<file path="config.mk">
export PLATFORM = sky130hd
export DESIGN_NAME = pdp_alu_pipe
export DESIGN_NICKNAME = d
export VERILOG_FILES = /design/src/rtl/pdp_alu_pipe.sv
export SDC_FILE = /design/constraint.sdc
export NUM_CORES = 1
export LEC_CHECK = 0
export ABC_AREA = 0
export CORE_MARGIN = 5
export CORE_UTILIZATION = 41
export DETAILED_ROUTE_END_ITERATION = 6
export DONT_BUFFER_PORTS = 1
export HOLD_SLACK_MARGIN = 0.15
export PLACE_DENSITY_LB_ADDON = 0.05
export SKIP_CTS_REPAIR_TIMING = 1
export SLEW_MARGIN = 20
export SYNTH_ARGS = -nofsm -noshare
export SYNTH_HDL_FRONTEND = slang
export SYNTH_SLANG_ARGS = --single-unit
</file>
<file path="constraint.sdc">
create_clock -name clock -period 2.1 [get_ports clock]
set_clock_uncertainty 0.05 [all_clocks]
set_input_delay 0.21 -clock clock [delete_from_list [all_inputs] [get_ports clock]]
set_output_delay 0.21 -clock clock [all_outputs]
set_load 0.1 [all_outputs]
</file>
<file path="src/rtl/pdp_alu_pipe.sv">
// Elastic, pipelined single-operand PDP-11 ALU: combinational ALU ahead of STAGES valid/ready
// registers. Define PDP_ALU_BYTE_EN to honour in_byte (xxxB ops); otherwise all ops are word.
module pdp_alu_pipe #(
    parameter int unsigned DATA_W = 16,
    parameter int unsigned STAGES = 2,
    parameter int unsigned OPC_W  = 4
) (
    input  logic                        clock,
    input  logic                        reset,
    input  logic                        in_valid,
    output logic                        in_ready,
    input  logic [OPC_W-1:0]            in_op,
    input  logic                        in_byte,
    input  logic [DATA_W-1:0]           in_src,
    input  logic [3:0]                  in_psw,
    output logic                        out_valid,
    input  logic                        out_ready,
    output logic [DATA_W-1:0]           out_result,
    output logic [3:0]                  out_psw,
    output logic                        out_illegal,
    output logic [$clog2(STAGES+1)-1:0] occupancy
);

    localparam int unsigned OCC_W = $clog2(STAGES + 1);
    localparam int unsigned PW    = DATA_W + 5;

    localparam logic [OPC_W-1:0] OpClr  = OPC_W'(0);
    localparam logic [OPC_W-1:0] OpCom  = OPC_W'(1);
    localparam logic [OPC_W-1:0] OpInc  = OPC_W'(2);
    localparam logic [OPC_W-1:0] OpDec  = OPC_W'(3);
    localparam logic [OPC_W-1:0] OpNeg  = OPC_W'(4);
    localparam logic [OPC_W-1:0] OpAdc  = OPC_W'(5);
    localparam logic [OPC_W-1:0] OpSbc  = OPC_W'(6);
    localparam logic [OPC_W-1:0] OpTst  = OPC_W'(7);
    localparam logic [OPC_W-1:0] OpRor  = OPC_W'(8);
    localparam logic [OPC_W-1:0] OpRol  = OPC_W'(9);
    localparam logic [OPC_W-1:0] OpAsr  = OPC_W'(10);
    localparam logic [OPC_W-1:0] OpAsl  = OPC_W'(11);
    localparam logic [OPC_W-1:0] OpSwab = OPC_W'(12);

    localparam logic [DATA_W-1:0] One = DATA_W'(1);

    logic byte_mode;
`ifdef PDP_ALU_BYTE_EN
    assign byte_mode = in_byte & (in_op != OpSwab);
`else
    logic unused_byte;
    assign unused_byte = in_byte;
    assign byte_mode   = 1'b0;
`endif

    logic [DATA_W-1:0] mask, msb_bit, s, r, alu_res;
    logic [3:0]        alu_psw;
    logic              cin, n, z, v, c, illegal, shift_op;

    // Operand-width handling is done with masks so one datapath serves byte and word.
    always_comb begin
        mask     = byte_mode ? DATA_W'(8'hFF) : '1;
        msb_bit  = mask & ~(mask >> 1);
        s        = in_src & mask;
        cin      = in_psw[0];
        r        = '0;
        v        = 1'b0;
        c        = 1'b0;
        illegal  = 1'b0;
        shift_op = 1'b0;
        case (in_op)
            OpClr: r = '0;
            OpCom: begin
                r = ~s & mask;
                c = 1'b1;
            end
            OpInc: begin
                r = (s + One) & mask;
                v = (s == (mask >> 1));
                c = cin;
            end
            OpDec: begin
                r = (s - One) & mask;
                v = (s == msb_bit);
                c = cin;
            end
            OpNeg: begin
                r = (~s + One) & mask;
                v = (r == msb_bit);
                c = (r != '0);
            end
            OpAdc: begin
                r = (s + DATA_W'(cin)) & mask;
                v = (s == (mask >> 1)) & cin;
                c = (s == mask) & cin;
            end
            OpSbc: begin
                r = (s - DATA_W'(cin)) & mask;
                v = (s == msb_bit) & cin;
                c = (s == '0) & cin;
            end
            OpTst: r = s;
            OpRor: begin
                r        = (s >> 1) | (cin ? msb_bit : '0);
                c        = s[0];
                shift_op = 1'b1;
            end
            OpRol: begin
                r        = ((s << 1) | DATA_W'(cin)) & mask;
                c        = |(s & msb_bit);
                shift_op = 1'b1;
            end
            OpAsr: begin
                r        = (s >> 1) | (s & msb_bit);
                c        = s[0];
                shift_op = 1'b1;
            end
            OpAsl: begin
                r        = (s << 1) & mask;
                c        = |(s & msb_bit);
                shift_op = 1'b1;
            end
            OpSwab: r = {in_src[DATA_W/2-1:0], in_src[DATA_W-1:DATA_W/2]};
            default: illegal = 1'b1;
        endcase
        n = |(r & msb_bit);
        z = (r == '0);
        if (in_op == OpSwab) begin
            // SWAB flags always come from the low byte of the swapped word.
            n = r[7];
            z = (r[7:0] == 8'h00);
        end
        if (shift_op) begin
            v = n ^ c;
        end
        alu_res = illegal ? in_src : ((in_src & ~mask) | r);
        alu_psw = illegal ? in_psw : {n, z, v, c};
    end

    logic [STAGES-1:0] vld_q, adv, load;
    logic [PW-1:0]     pay_q [STAGES];

    // Advance/load chain runs from the output back towards the input.
    always_comb begin
        adv               = '0;
        load              = '0;
        adv[STAGES-1]     = vld_q[STAGES-1] & out_ready;
        load[STAGES-1]    = ~vld_q[STAGES-1] | adv[STAGES-1];
        for (int k = int'(STAGES) - 2; k >= 0; k--) begin
            adv[k]  = vld_q[k] & load[k+1];
            load[k] = ~vld_q[k] | adv[k];
        end
    end

    always_ff @(posedge clock or posedge reset) begin
        if (reset) begin
            vld_q <= '0;
            for (int k = 0; k < int'(STAGES); k++) begin
                pay_q[k] <= '0;
            end
        end else begin
            if (load[0]) begin
                vld_q[0] <= in_valid;
                if (in_valid) begin
                    pay_q[0] <= {illegal, alu_psw, alu_res};
                end
            end
            for (int k = 1; k < int'(STAGES); k++) begin
                if (load[k]) begin
                    vld_q[k] <= vld_q[k-1];
                    if (vld_q[k-1]) begin
                        pay_q[k] <= pay_q[k-1];
                    end
                end
            end
        end
    end

    always_comb begin
        occupancy = '0;
        for (int k = 0; k < int'(STAGES); k++) begin
            occupancy = occupancy + OCC_W'(vld_q[k]);
        end
    end

    assign in_ready                              = load[0];
    assign out_valid                             = vld_q[STAGES-1];
    assign {out_illegal, out_psw, out_result}    = pay_q[STAGES-1];

endmodule

</file>
# Word-level counts from Yosys, hierarchy flattened
# Index checks and enable logic that the tools add are counted.
# op_classes
n_reduce_logical	12
n_mux	11
n_addsub	6
n_bitwise	15
eq_ne	16
# ops
op	count
16-bit case mux with 12 select lines	1
16-bit equality test, second input constant	3
16-bit by 1-bit adder with 16-bit output, second input constant	2
16-bit logical NOT	2
16-bit two-way mux	2
15-bit by 16-bit OR with 16-bit output	2
4-bit equality test, second input constant	5
16-bit by 1-bit adder with 16-bit output	1
16-bit by 15-bit equality test with 1-bit output, second input constant	1
4-bit by 3-bit equality test with 1-bit output, second input constant	4
16-bit NOT	1
16-bit by 1-bit OR with 16-bit output	1
16-bit nonzero test	1
16-bit by 1-bit subtractor with 16-bit output	1
16-bit by 1-bit subtractor with 16-bit output, second input constant	1
13-bit OR reduction	1
4-bit by 2-bit equality test with 1-bit output, second input constant	2
8-bit logical NOT	1
1-bit case mux with 7 select lines	1
1-bit AND	6
2-bit OR reduction	3
1-bit two-way mux	5
1-bit case mux with 5 select lines	1
4-bit by 1-bit equality test with 1-bit output, second input constant	1
other kinds (8)	11
# totals
regBits	44
wordCells	64

# Longest topological paths before layout
# logic_depth
depth_word	7
mapped_depth	15

# Worst setup path before layout
# OpenSTA, ideal clock, no wires.
# synth_timing
kind	input to register
from	in in_op[0]
to	reg pay_q[39] (netlist bit)
n_path_buf	2
required_ps	1958
setup_slack_ps	-1971
t_arrival_ps	3929
stages	14
path_cell_list	buf_4 or3b_1 a311oi_2 clkbuf_1 xnor2_1 ha_1 or4_4 or3_4 or3_4 a41oi_2 or3b_1 nor4_2 a31oi_1 o31ai_2
# synth_between
elab_chain_cells	5
# synth_lines
item	line_no	rtl
from (decl)	12	input logic [OPC_W-1:0] in_op,
4-bit equality test, or another cell as far along	67, 124	
16-bit case mux with 12 select lines	67	case (in_op)
16-bit logical NOT / 8-bit logical NOT (equally long branches)	123, 127	
1-bit two-way mux	124	if (in_op == OpSwab) begin
4-bit two-way mux *	133	alu_psw = illegal ? in_psw : {n, z, v, c};
to (signal, indexed assignment)	168	pay_q[k] <= pay_q[k-1];
to (decl)	137	logic [PW-1:0] pay_q [STAGES];
# Mark *: on every way between the ends. The rest lies on a longest branch, timed or not.
# A chain may end at the register's enable or synchronous reset.

# Final worst setup path
# layout_timing
from	in in_op[1]
to	reg pay_q[39] (netlist bit)
# Same word-level chain as after synthesis.

==> metrics.txt <==
status complete, but fails checks; failing checks setup timing; # port buffers 0; Final Total Pwr 3.737 mW; largest net degree at the start of global routing 45; grt ovf 0; critical path's slowest cell or4_4; share of cells above drive strength 1 32.53%; number of synthesized flops with an enable pin 0; initial DRC count 493; peak supply drop 538.5 uV; switching power total 1.734 mW; Synth area leader dfrtp_1; CTS Root Cell clkbuf_8; dpl cells 723; Hold Startpoint in_op[3]; CP Cell Sequence or3b_4, a311oi_4, xnor2_2, ha_2, or4_4, or3_4, or3_4, a41oi_2, or3b_4, nor4_4, a31oi_1, o31ai_2; # rows 37; clock latency at the later pin of the worst-skew pair 0.29 ns; setup TNS -8.972 ns; power share of the sequential group 30.0%; Async SR Flop Fraction 100.0%; hold depth 2; CP required 2.26 ns; total core area 10320 um^2; Reg2Reg Launch Point vld_q[1]; Buf/Inv on CP 0; Leak 2.286 nW; height of the chip 113.0 um; Seq/Total Area, Yosys 25.30%; setup ws final -1.139 ns; die area 12770 um^2; DP Wirelength 11.30 mm; Tot GR Track Use 24.22%; Pre-antenna DRT Iters 5; vias in the first global route 4289; hold crit path type in2reg; Yosys warnings 0; Final Non-Filler Cells 757; data arrival time of the worst path 3.40 ns; via count 4693; Final Hold Fails 0; drt wl/cell 21.57 um; Max-Cap Viols 0; number of diodes 0; Crit Path Class in2reg; Layout Area Growth over Synthesis 28.61%; delay-heaviest family, CP simple AND/OR/NAND/NOR gates; crit path from in_op[1]; CP endpoint kind flop; syn_nets 588; mean post-synth cell area 7.869 um^2; Synth cell types 75; starting density of the core 42.15%; Die X 113.0 um; f_max 0.3087 GHz; Worst Hold End pay_q[41]; Ports 54; top cells by area in the synthesized netlist dfrtp_1 (25%), mux2_2 (7.5%), clkbuf_1 (4.6%); maximum fanout along the worst path 23; Tmin final 3.239 ns; Reg clk slew, reported paths 0.08 ns; final setup vio count 17; area post-placement 5086 um^2; Power Internal 2.002 mW; RSZ-0062 raised after global routing true; Slew headroom 40.44%; internal reg-to-reg setup slack 0.42 ns; antenna violation net count after detailed routing 0; CTS sink cnt 44; Worst Max-Slew Pin Slew 0.8922 ns; Nets 655; Power Density 667.7 nW/um^2; #FFs+latches synth 44; pre-CTS setup slack -1.504 ns; Worst R2R Path Depth 7; synthesized instance count 553; ys flop type dfrtp_1; first-pass GRT wire length 24.72 mm; Worst path max stage delay 0.42 ns; fin. max-slew vios 0; Reg-to-Reg End pay_q[38]; synthesized cell area 4352 um^2; CTS Buffer Depth 2; final instance area 5597 um^2; Yosys top cell area share 25.30%; Clk pwr share 16.9%; cts bufs inserted 5; initial antenna violation count 0; final period utilization 154.2%; Worst Setup Start Kind primary input; CTS tree built; Logic pwr share 53.1%; htree depth 2; Net Sw Frac 46.41%; DRT Wirelength 16.33 mm; Vias/cell 6.199; routability cong. 0.9288; # DRC 0
[cells in the mapped netlist (4+ instances only)]
| library cell | count |
|---|---|
| a21oi_1 | 22 |
| dfrtp_1 | 44 |
| nor3_1 | 13 |
| a22oi_1 | 8 |
| nor2b_1 | 10 |
| mux2i_1 | 18 |
| nand4_1 | 15 |
| o211ai_1 | 4 |
| a211oi_1 | 4 |
| and3_1 | 12 |
| ha_1 | 6 |
| nand3_1 | 18 |
| xnor2_1 | 6 |
| o21ai_1 | 6 |
| a32oi_1 | 4 |
| o22ai_1 | 5 |
| or4_1 | 6 |
| inv_1 | 8 |
| nor2_1 | 47 |
| nand2b_1 | 13 |
| clkbuf_1 | 53 |
| nor4_1 | 12 |
| a31oi_1 | 13 |
| a221oi_1 | 11 |
| a211o_1 | 5 |
| nand2_1 | 49 |
| buf_4 | 21 |
| o21ai_0 | 19 |
| xor2_1 | 4 |
| or3_1 | 4 |
| mux2_2 | 29 |
[power by group through the flow]
stage | Clock, mW | Combinational, mW | Sequential (mW)
6_report | 0.633 | 1.98 | 1.12
5_1_grt | 0.681 | 2.08 | 1.15
4_1_cts | 0.656 | 1.91 | 1.12
3_5_place_dp | 0 | 1.90 | 1.14
3_3_place_gp | 0 | 1.89 | 1.13
2_1_floorplan | 0 | 1.69 | 1.15
[cell families (layout without fill, tap and decap cells)]
family / after synthesis / count (layout) / share of synthesized area [%]
compound gates: 136 / 136 / 22.40
xor+xnor: 10 / 10 / 2.013
fa+ha+maj: 7 / 7 / 1.955
buf+inv: 86 / 154 / 9.402
flops: 44 / 44 / 25.30
mux: 47 / 47 / 11.64
simple gates: 223 / 223 / 27.29
[worst reg2reg max path, delay by kind of cell (launching register included)]
| kind | cells | cell delay (ns) |
|---|---|---|
| flip-flops | 1 | 0.50 |
| AO/OA/AOI/OAI | 5 | 0.79 |
| AND/OR/NAND/NOR | 2 | 0.24 |
[sequential cells by signal (all words and copies together) (netlist names)]
register	count
pay_q	21
out_result	16
out_psw	4
vld_q	2
out_illegal	1
[layout make-up]
cell class                      count  area (um^2)
Clock buffer                        5        68.82
Clock inverter                      3        42.54
Fill cell                        1014         4727
Inverter                            8        30.03
Multi-Input combinational cell    423         3055
Sequential cell                    44         1105
Tap cell                          136        170.2
Timing Repair Buffer              138         1125
[how the worst max path moves through the flow]
stage,endpoint,depth (start not counted)
finish,pay_q[39],12
global route,pay_q[39],12
CTS,pay_q[39],12
detailed placement,pay_q[39],12
global placement,pay_q[39],12
floorplan,pay_q[39],14
[layout by cell type (no fill, tap or decap), drive strengths merged, types with 3 or more instances in the layout]
cell,count
a211o,5
a211oi,4
a21oi,22
a221oi,11
a22oi,8
a31oi,13
a32oi,4
and2,3
and3,12
buf,117
clkbuf,5
dfrtp,44
dlygate4sd3,21
ha,6
inv,8
mux2,29
mux2i,18
nand2,49
nand2b,13
nand3,18
nand4,15
nor2,47
nor2b,10
nor3,13
nor4,14
o211ai,4
o21a,3
o21ai,25
o22ai,5
o311ai,3
o31ai,3
or2,4
or3,6
or4,7
xnor2,6
xor2,4
[through the flow]
stage	utilization (%)	hold slack [ns]
6_report	54.21	0.1420
5_1_grt	54.21	0.1519
4_1_cts	50.35	-0.04254
3_5_place_dp	49.27	0.2725
3_3_place_gp	49.27	0.2725
2_1_floorplan	-	0.2684
[layer usage]
| metal | track usage (%) | wire length (um) | vias up |
|---|---|---|---|
| li1 | - | - | 2181 |
| met1 | 34.18 | 7160 | 2236 |
| met2 | 37.40 | 7382 | 242 |
| met3 | 4.064 | 1403 | 34 |
| met4 | 8.494 | 384 | 0 |
| met5 | 0 | 0 | - |
Power figures use the tool's default switching activity.
